**config.mk**
```make
export PLATFORM = sky130hd
export DESIGN_NAME = tile_seq_ctrl_flat
export DESIGN_NICKNAME = d
export VERILOG_FILES = /design/src/rtl/tile_seq_ctrl_if.sv /design/src/rtl/tile_seq_ctrl.sv /design/src/flat_wrapper.sv
export SDC_FILE = /design/constraint.sdc
export NUM_CORES = 1
export LEC_CHECK = 0
export BUFFER_PORTS_ARGS = -buffer_cell sky130_fd_sc_hd__buf_2
export CELL_PAD_IN_SITES_DETAIL_PLACEMENT = 0
export CELL_PAD_IN_SITES_GLOBAL_PLACEMENT = 2
export CORE_UTILIZATION = 32
export DETAILED_ROUTE_END_ITERATION = 8
export MAX_ROUTING_LAYER = met4
export PLACE_DENSITY_LB_ADDON = 0.05
export SLEW_MARGIN = 5
export SYNTH_ARGS = -nofsm -noshare
export SYNTH_HDL_FRONTEND = slang
export SYNTH_SLANG_ARGS = --single-unit
export TNS_END_PERCENT = 50
```
**constraint.sdc**
```tcl
create_clock -name clk -period 3.23 [get_ports clk]
set_input_delay 0.323 -clock clk [delete_from_list [all_inputs] [get_ports clk]]
set_output_delay 0.323 -clock clk [all_outputs]
set_load 0.05 [all_outputs]
```
**src/rtl/tile_seq_ctrl_if.sv**
```systemverilog
`default_nettype none
// +--------------------------------------------------------------------------+
// | tile_seq_ctrl_if : job/config, B-load and compute handshakes of the      |
// |                    systolic tile sequencer.            Revision: 1.0      |
// +--------------------------------------------------------------------------+
interface tile_seq_ctrl_if #(
   parameter int RT_W = 4,
   parameter int CT_W = 4
);
   logic            start;
   logic [RT_W-1:0] cfg_rows_m1;
   logic [CT_W-1:0] cfg_cols_m1;
   logic            cfg_col_inner;
   logic            cfg_prefetch;
   logic            abort;
   logic            b_load;
   logic            b_buf_sel;
   logic [RT_W-1:0] ld_row_idx;
   logic [CT_W-1:0] ld_col_idx;
   logic            b_load_done;
   logic            start_cal;
   logic            cal_buf_sel;
   logic [RT_W-1:0] row_idx;
   logic [CT_W-1:0] col_idx;
   logic            c_gather_done;
   logic            busy;
   logic            done;
   logic            err;

   // The sequencer sits on the slave side; the host/datapath drives the master side.
   modport slave (
      input  start, cfg_rows_m1, cfg_cols_m1, cfg_col_inner, cfg_prefetch, abort,
             b_load_done, c_gather_done,
      output b_load, b_buf_sel, ld_row_idx, ld_col_idx, start_cal, cal_buf_sel,
             row_idx, col_idx, busy, done, err
   );
   modport master (
      output start, cfg_rows_m1, cfg_cols_m1, cfg_col_inner, cfg_prefetch, abort,
             b_load_done, c_gather_done,
      input  b_load, b_buf_sel, ld_row_idx, ld_col_idx, start_cal, cal_buf_sel,
             row_idx, col_idx, busy, done, err
   );
endinterface
`default_nettype wire

```
**src/rtl/tile_seq_ctrl.sv**
```systemverilog
`default_nettype none
// +--------------------------------------------------------------------------+
// | tile_seq_ctrl : walks the output-tile grid, issuing B loads (optionally  |
// |                 ping-pong prefetched) and compute starts.  Revision: 1.0 |
// +--------------------------------------------------------------------------+
module tile_seq_ctrl #(
   parameter int N    = 16,
   parameter int RT_W = 4,
   parameter int CT_W = 4
) (
   input  logic           clk,
   input  logic           rst,
   tile_seq_ctrl_if.slave bus
);
   localparam logic [1:0] S_IDLE    = 2'd0;
   localparam logic [1:0] S_LOAD    = 2'd1;
   localparam logic [1:0] S_COMPUTE = 2'd2;
   localparam logic [1:0] S_WAIT_PF = 2'd3;

   logic [1:0]      state_q, state_d;
   logic [RT_W-1:0] rows_m1_q, rows_m1_d, ld_row_q, ld_row_d, row_q, row_d;
   logic [CT_W-1:0] cols_m1_q, cols_m1_d, ld_col_q, ld_col_d, col_q, col_d;
   logic            col_inner_q, col_inner_d, prefetch_q, prefetch_d;
   logic            b_load_q, b_load_d, b_buf_q, b_buf_d;
   logic            start_cal_q, start_cal_d, cal_buf_q, cal_buf_d;
   logic            busy_q, busy_d, done_q, done_d, err_q, err_d;
   logic            pf_pend_q, pf_pend_d;

   // N only sizes the datapath; it is carried here for elaboration symmetry.
   logic unused_n;
   assign unused_n = ^N;

   function automatic logic [RT_W+CT_W-1:0] next_tile(
      input logic [RT_W-1:0] r, input logic [CT_W-1:0] c,
      input logic [RT_W-1:0] r_m1, input logic [CT_W-1:0] c_m1, input logic col_inner);
      logic [RT_W-1:0] nr;
      logic [CT_W-1:0] nc;
      nr = r;
      nc = c;
      if (col_inner) begin
         if (c == c_m1) begin nc = '0; nr = r + 1'b1; end
         else           nc = c + 1'b1;
      end else begin
         if (r == r_m1) begin nr = '0; nc = c + 1'b1; end
         else           nr = r + 1'b1;
      end
      return {nr, nc};
   endfunction

   logic [RT_W-1:0] ld_nxt_row, cal_nxt_row;
   logic [CT_W-1:0] ld_nxt_col, cal_nxt_col;
   logic            ld_last, cal_last, load_out, pf_ready, advance;

   assign {ld_nxt_row, ld_nxt_col}   = next_tile(ld_row_q, ld_col_q, rows_m1_q, cols_m1_q, col_inner_q);
   assign {cal_nxt_row, cal_nxt_col} = next_tile(row_q, col_q, rows_m1_q, cols_m1_q, col_inner_q);
   assign ld_last  = (ld_row_q == rows_m1_q) && (ld_col_q == cols_m1_q);
   assign cal_last = (row_q == rows_m1_q) && (col_q == cols_m1_q);
   assign load_out = (state_q == S_LOAD) || (state_q == S_WAIT_PF) ||
                     ((state_q == S_COMPUTE) && pf_pend_q);
   assign pf_ready = !pf_pend_q || bus.b_load_done;
   // Swap to the prefetched buffer: either a fast-path gather or a late prefetch landing.
   assign advance  = ((state_q == S_COMPUTE) && bus.c_gather_done && !cal_last &&
                      prefetch_q && pf_ready) ||
                     ((state_q == S_WAIT_PF) && bus.b_load_done);

   always_ff @(posedge clk) begin
      if (rst) begin
         state_q     <= S_IDLE;
         rows_m1_q   <= '0;
         cols_m1_q   <= '0;
         col_inner_q <= 1'b0;
         prefetch_q  <= 1'b0;
         ld_row_q    <= '0;
         ld_col_q    <= '0;
         row_q       <= '0;
         col_q       <= '0;
         b_load_q    <= 1'b0;
         b_buf_q     <= 1'b0;
         start_cal_q <= 1'b0;
         cal_buf_q   <= 1'b0;
         busy_q      <= 1'b0;
         done_q      <= 1'b0;
         err_q       <= 1'b0;
         pf_pend_q   <= 1'b0;
      end else begin
         state_q     <= state_d;
         rows_m1_q   <= rows_m1_d;
         cols_m1_q   <= cols_m1_d;
         col_inner_q <= col_inner_d;
         prefetch_q  <= prefetch_d;
         ld_row_q    <= ld_row_d;
         ld_col_q    <= ld_col_d;
         row_q       <= row_d;
         col_q       <= col_d;
         b_load_q    <= b_load_d;
         b_buf_q     <= b_buf_d;
         start_cal_q <= start_cal_d;
         cal_buf_q   <= cal_buf_d;
         busy_q      <= busy_d;
         done_q      <= done_d;
         err_q       <= err_d;
         pf_pend_q   <= pf_pend_d;
      end
   end

   always_comb begin
      state_d = state_q;
      if (bus.abort) begin
         state_d = S_IDLE;
      end else begin
         case (state_q)
            S_IDLE:    if (bus.start) state_d = S_LOAD;
            S_LOAD:    if (bus.b_load_done) state_d = S_COMPUTE;
            S_COMPUTE: begin
               if (bus.c_gather_done) begin
                  if (cal_last)        state_d = S_IDLE;
                  else if (!prefetch_q) state_d = S_LOAD;
                  else if (pf_ready)   state_d = S_COMPUTE;
                  else                 state_d = S_WAIT_PF;
               end
            end
            S_WAIT_PF: if (bus.b_load_done) state_d = S_COMPUTE;
            default:   state_d = S_IDLE;
         endcase
      end
   end

   always_comb begin
      rows_m1_d   = rows_m1_q;
      cols_m1_d   = cols_m1_q;
      col_inner_d = col_inner_q;
      prefetch_d  = prefetch_q;
      ld_row_d    = ld_row_q;
      ld_col_d    = ld_col_q;
      row_d       = row_q;
      col_d       = col_q;
      b_buf_d     = b_buf_q;
      cal_buf_d   = cal_buf_q;
      pf_pend_d   = pf_pend_q;
      b_load_d    = 1'b0;
      start_cal_d = 1'b0;
      done_d      = 1'b0;
      busy_d      = (state_d != S_IDLE);
      err_d       = !bus.abort && ((bus.b_load_done && !load_out) ||
                                   (bus.c_gather_done && (state_q != S_COMPUTE)));
      if (bus.abort) begin
         pf_pend_d = 1'b0;
      end else begin
         case (state_q)
            S_IDLE: begin
               if (bus.start) begin
                  rows_m1_d   = bus.cfg_rows_m1;
                  cols_m1_d   = bus.cfg_cols_m1;
                  col_inner_d = bus.cfg_col_inner;
                  prefetch_d  = bus.cfg_prefetch;
                  ld_row_d    = '0;
                  ld_col_d    = '0;
                  b_buf_d     = 1'b0;
                  b_load_d    = 1'b1;
               end
            end
            S_LOAD: begin
               if (bus.b_load_done) begin
                  start_cal_d = 1'b1;
                  cal_buf_d   = b_buf_q;
                  row_d       = ld_row_q;
                  col_d       = ld_col_q;
                  if (prefetch_q && !ld_last) begin
                     b_load_d  = 1'b1;
                     ld_row_d  = ld_nxt_row;
                     ld_col_d  = ld_nxt_col;
                     b_buf_d   = !b_buf_q;
                     pf_pend_d = 1'b1;
                  end
               end
            end
            S_COMPUTE: begin
               if (bus.b_load_done) pf_pend_d = 1'b0;
               if (bus.c_gather_done) begin
                  if (cal_last) begin
                     done_d = 1'b1;
                  end else if (!prefetch_q) begin
                     b_load_d = 1'b1;
                     ld_row_d = cal_nxt_row;
                     ld_col_d = cal_nxt_col;
                     b_buf_d  = 1'b0;
                  end
               end
            end
            default: ;
         endcase
         if (advance) begin
            start_cal_d = 1'b1;
            cal_buf_d   = b_buf_q;
            row_d       = ld_row_q;
            col_d       = ld_col_q;
            pf_pend_d   = 1'b0;
            if (!ld_last) begin
               b_load_d  = 1'b1;
               ld_row_d  = ld_nxt_row;
               ld_col_d  = ld_nxt_col;
               b_buf_d   = !b_buf_q;
               pf_pend_d = 1'b1;
            end
         end
      end
   end

   assign bus.b_load      = b_load_q;
   assign bus.b_buf_sel   = b_buf_q;
   assign bus.ld_row_idx  = ld_row_q;
   assign bus.ld_col_idx  = ld_col_q;
   assign bus.start_cal   = start_cal_q;
   assign bus.cal_buf_sel = cal_buf_q;
   assign bus.row_idx     = row_q;
   assign bus.col_idx     = col_q;
   assign bus.busy        = busy_q;
   assign bus.done        = done_q;
   assign bus.err         = err_q;
endmodule
`default_nettype wire

```
**src/flat_wrapper.sv**
```systemverilog
// flat-port wrapper written by rule: the top's interface ports become plain ports
module tile_seq_ctrl_flat 
#(
   parameter int N    = 16,
   parameter int RT_W = 4,
   parameter int CT_W = 4
)
  (clk, rst, bus_start, bus_cfg_rows_m1, bus_cfg_cols_m1, bus_cfg_col_inner, bus_cfg_prefetch, bus_abort, bus_b_load_done, bus_c_gather_done, bus_b_load, bus_b_buf_sel, bus_ld_row_idx, bus_ld_col_idx, bus_start_cal, bus_cal_buf_sel, bus_row_idx, bus_col_idx, bus_busy, bus_done, bus_err);
  tile_seq_ctrl_if #(.RT_W(RT_W), .CT_W(CT_W)) bus_i ();
  input  logic clk;
  input  logic rst;
  input wire logic [$bits(bus_i.start)-1:0] bus_start;
  input wire logic [$bits(bus_i.cfg_rows_m1)-1:0] bus_cfg_rows_m1;
  input wire logic [$bits(bus_i.cfg_cols_m1)-1:0] bus_cfg_cols_m1;
  input wire logic [$bits(bus_i.cfg_col_inner)-1:0] bus_cfg_col_inner;
  input wire logic [$bits(bus_i.cfg_prefetch)-1:0] bus_cfg_prefetch;
  input wire logic [$bits(bus_i.abort)-1:0] bus_abort;
  input wire logic [$bits(bus_i.b_load_done)-1:0] bus_b_load_done;
  input wire logic [$bits(bus_i.c_gather_done)-1:0] bus_c_gather_done;
  output wire logic [$bits(bus_i.b_load)-1:0] bus_b_load;
  output wire logic [$bits(bus_i.b_buf_sel)-1:0] bus_b_buf_sel;
  output wire logic [$bits(bus_i.ld_row_idx)-1:0] bus_ld_row_idx;
  output wire logic [$bits(bus_i.ld_col_idx)-1:0] bus_ld_col_idx;
  output wire logic [$bits(bus_i.start_cal)-1:0] bus_start_cal;
  output wire logic [$bits(bus_i.cal_buf_sel)-1:0] bus_cal_buf_sel;
  output wire logic [$bits(bus_i.row_idx)-1:0] bus_row_idx;
  output wire logic [$bits(bus_i.col_idx)-1:0] bus_col_idx;
  output wire logic [$bits(bus_i.busy)-1:0] bus_busy;
  output wire logic [$bits(bus_i.done)-1:0] bus_done;
  output wire logic [$bits(bus_i.err)-1:0] bus_err;
  assign bus_i.start = bus_start;
  assign bus_i.cfg_rows_m1 = bus_cfg_rows_m1;
  assign bus_i.cfg_cols_m1 = bus_cfg_cols_m1;
  assign bus_i.cfg_col_inner = bus_cfg_col_inner;
  assign bus_i.cfg_prefetch = bus_cfg_prefetch;
  assign bus_i.abort = bus_abort;
  assign bus_i.b_load_done = bus_b_load_done;
  assign bus_i.c_gather_done = bus_c_gather_done;
  assign bus_b_load = bus_i.b_load;
  assign bus_b_buf_sel = bus_i.b_buf_sel;
  assign bus_ld_row_idx = bus_i.ld_row_idx;
  assign bus_ld_col_idx = bus_i.ld_col_idx;
  assign bus_start_cal = bus_i.start_cal;
  assign bus_cal_buf_sel = bus_i.cal_buf_sel;
  assign bus_row_idx = bus_i.row_idx;
  assign bus_col_idx = bus_i.col_idx;
  assign bus_busy = bus_i.busy;
  assign bus_done = bus_i.done;
  assign bus_err = bus_i.err;
  tile_seq_ctrl #(.N(N), .RT_W(RT_W), .CT_W(CT_W)) u_core (.clk(clk), .rst(rst), .bus(bus_i));
endmodule
```
==> impl_metrics.py <==
metrics = {
    "cells_and_area": {
        "diodes": 0,
        "fin_nets": 365,
        "area.sequential_um2": 721,
        "multi_input_area_um2": 1510,
        "nFillCells": 758,
        "syn2layout_area_growth_pct": 15.9,
        "final_layout_size_suffix_gt1_frac": 0.178,
        "fin_cells": 438,
        "final_util": 0.394,
    },
    "synthesis": {
        "syn_nets": 334,
        "synth_area_leaders": "dfxtp_1 (31%), a21oi_1 (7.0%), nand2_1 (6.5%)",
        "synth_area_per_cell_um2": 7.61,
        "synth_top_area_frac": 0.305,
        "ys_seq_elements": 36,
        "yosysWarningCount": 0,
        "async_flop_share": 0,
        "synth_cells": 310,
        "synth_top_cell_by_area": "dfxtp_1",
        "synth_edf_count": 0,
        "synth-main-ff-cell": "dfxtp_1",
        "synth_cell_types": 52,
        "syn_area_um2": 2360,
        "ys_seq_area_frac": 0.305,
    },
    "global_route": {
        "grt_usage": 0.210,
        "met1_usage": 0.290,
        "grt.busiest_layer": "met2",
        "antenna_found_initial": 0,
        "gr-total-overflow": 0,
        "grt_max_degree": 28,
        "grt_pass1_vias": 2147,
        "grt_use_met3": 0.0302,
        "grt_pass1_wl_mm": 11.8,
        "gr-usage-met2": 0.314,
    },
    "worst_setup_path": {
        "reg2reg_slack_ns": 0.62,
        "r2r_end": "u_core.bus.ld_col_idx[0]",
        "r2r_cells": 7,
        "crit_end": "u_core.bus.ld_col_idx[0]",
        "critPathRequiredTime_ns": 3.45,
        "crit_fanout": 9,
        "cp_slowest_cell": "or4_1",
        "reg2reg_from": "u_core.bus.ld_col_idx[0]",
        "arrival_ns": 2.83,
        "startpoint": "u_core.bus.ld_col_idx[0]",
        "timing.critical_path.to_type": "flop",
        "worstPathCellList": "xor2_1 -> or4_1 -> nor2_1 -> a21oi_2 -> a21oi_1 -> a22oi_1 -> o221ai_1",
        "critical_path.startpoint_type": "flop",
        "cpPeakStageDelay_ns": 0.70,
        "worst-setup-path-type": "flop to flop",
    },
    "power": {
        "pwr-share-clk": 0.394,
        "seq_power_share": 0.438,
        "switching_share": 0.307,
        "vdd_drop_max_mv": 0.172,
        "power_switching_mw": 0.329,
        "p_comb_frac": 0.168,
        "p_leak_nw": 1.12,
        "intPower_mw": 0.741,
        "powerDensity_nw_per_um2": 391,
    },
    "timing": {
        "worst_slack_ns": 0.621,
        "skew_ns": 0.00671,
        "slew_headroom": 0.435,
        "worst_pin_slew_ns": 0.840,
        "period_share": 0.808,
        "slew_viol_final": 0,
        "rsz0062_at_grt": "no",
        "setup_tns_ns": 0,
        "max_freq_ghz": 0.383,
        "setup_violations": 0,
        "hold_slack_ns": 0.242,
        "hold_viol": 0,
        "period_minus_slack_ns": 2.61,
    },
    "cts": {
        "cts_hold_buf": 0,
        "root_buffer": "clkbuf_8",
        "numCtsBuffers": 5,
        "cts_max_path_buffers": 2,
        "path_clk_slew_ns": 0.09,
        "ctsResizeCount": 0,
        "insertion_delay_ns": 0.30,
        "cts_setup_buffers": 0,
        "htreeDepth": 2,
        "cts_tree": "yes",
        "clock_sinks": 36,
    },
    "outcome": {
        "status": "completed",
    },
    "die": {
        "io_pins": 39,
        "die-area_um2": 7720,
        "die_w_um": 87.9,
        "core_area_um2": 6940,
        "start_util": 0.340,
        "rows": 30,
        "die_y_um": 87.9,
    },
    "route": {
        "drtAntennaViolNets": 0,
        "dr_total_vias": 2295,
        "drc_errors": 0,
        "via_per_inst": 5.24,
        "drt_iter0_markers": 163,
        "postRouteWirelength_mm": 7.24,
        "firstDrtPassIters": 4,
        "avgRoutedWirePerCell_um": 16.5,
    },
    "place": {
        "dp_slack_ns": 0.673,
        "numPortBuffers": 38,
        "gp_congestion": 0.882,
        "dp_hpwl_mm": 5.31,
        "placed_cells": 430,
    },
    "job": {
        "cap_viol_max_count": 0,
    },
    "worst_hold_path": {
        "hold-path-cell-count": 3,
        "worstHoldPathType": "primary input to flop",
    },
}
through the flow:
step / power [mW] / cell area (um2)
after CTS: 1.08 / 2740
after global routing: 1.12 / 2740
after floorplan: 0.603 / 2360
final: 1.07 / 2740
after global placement: 0.664 / 2620
after detailed placement: 0.659 / 2620
layer usage:
| layer | wire length [um] | up-vias |
|---|---|---|
| met4 | 77 | 0 |
| li1 | - | 1164 |
| met3 | 392 | 6 |
| met2 | 3260 | 60 |
| met5 | 0 | - |
| met1 | 3510 | 1065 |
critical path: cells and delay by family (launching register included):
family           cells  cell delay [ns]
AO/OA/AOI/OAI        4             0.93
XOR/XNOR             1             0.13
flip-flops           1             0.51
AND/OR/NAND/NOR      2             0.96
state kept, by name, indices dropped and copies added, names as in the netlist:
register,count
u_core.bus.b_buf_sel,1
u_core.bus.b_load,1
u_core.bus.busy,1
u_core.bus.cal_buf_sel,1
u_core.bus.col_idx,4
u_core.bus.done,1
u_core.bus.err,1
u_core.bus.ld_col_idx,4
u_core.bus.ld_row_idx,4
u_core.bus.row_idx,4
u_core.bus.start_cal,1
u_core.col_inner_q,1
u_core.cols_m1_q,4
u_core.pf_pend_q,1
u_core.prefetch_q,1
u_core.rows_m1_q,4
u_core.state_q,2
synthesized netlist by cell type, types with 4 or more instances:
master    instances
dfxtp_1          36
mux2i_1          15
nor3_1            4
a21oi_1          33
nand3_1           9
a31oi_1           4
clkbuf_1         14
inv_1            11
o21ai_0          15
nor2_1           33
buf_2             4
xor2_1            5
ha_1              8
and3_1            4
xnor2_1          15
nand2_1          41
nand4_1           4
worst min-delay path by stage:
stage	start	endpoint	slack, ns
after floorplan	bus_cfg_cols_m1[0]	u_core.cols_m1_q[0]	0.46
after global placement	u_core.bus.cal_buf_sel	u_core.bus.cal_buf_sel	0.47
after detailed placement	u_core.bus.cal_buf_sel	u_core.bus.cal_buf_sel	0.48
after CTS	bus_cfg_rows_m1[1]	u_core.rows_m1_q[1]	0.24
after global routing	bus_cfg_rows_m1[1]	u_core.rows_m1_q[1]	0.25
final	bus_cfg_rows_m1[2]	u_core.rows_m1_q[2]	0.24
placed cells by master, fill, tap and decap left out, drive strengths merged, types with 2 or more instances in the layout:
master	instances
nand4	4
a22oi	2
and4	3
dfxtp	36
mux2i	15
a31o	3
buf	43
nor2	33
a21boi	3
a31oi	4
or4	2
a21oi	35
clkbuf	5
and3	4
a32o	2
ha	8
or2	3
a21o	2
nor3	4
nand2	41
o21a	2
o211ai	3
o21ai	17
xnor2	15
or3	2
inv	11
xor2	5
nand2b	2
nand3	9
a221oi	2
nor3b	2
and2	2
area by class of cell:
type                       instances  area share
inverter                          11      0.0151
tap                               96      0.0439
sequential                        36       0.263
clock inverter                     3      0.0156
clock buffer                       5      0.0252
timing repair buffer              43      0.0833
multi-input combinational        244       0.554
power groups by stage:
stage | combinational [mW] | sequential (mW) | clock (mW)
3_5_place_dp | 0.180 | 0.479 | 0
4_1_cts | 0.181 | 0.468 | 0.431
3_3_place_gp | 0.185 | 0.479 | 0
5_1_grt | 0.201 | 0.471 | 0.445
2_1_floorplan | 0.119 | 0.484 | 0
6_report | 0.180 | 0.468 | 0.422
logic make-up (layout without fill, tap and decap cells):
| family | after synthesis | in the layout | synth area share |
|---|---|---|---|
| and+or+nand+nor | 113 | 113 | 0.221 |
| buffers and inverters | 30 | 62 | 0.0530 |
| DFF | 36 | 36 | 0.305 |
| xor gates and xnor gates | 20 | 20 | 0.0742 |
| AOI/OAI and AO/OA | 88 | 88 | 0.240 |
| adders and majority gates | 8 | 8 | 0.0424 |
| muxes | 15 | 15 | 0.0636 |
No activity file was read; power rests on OpenSTA's default activity.
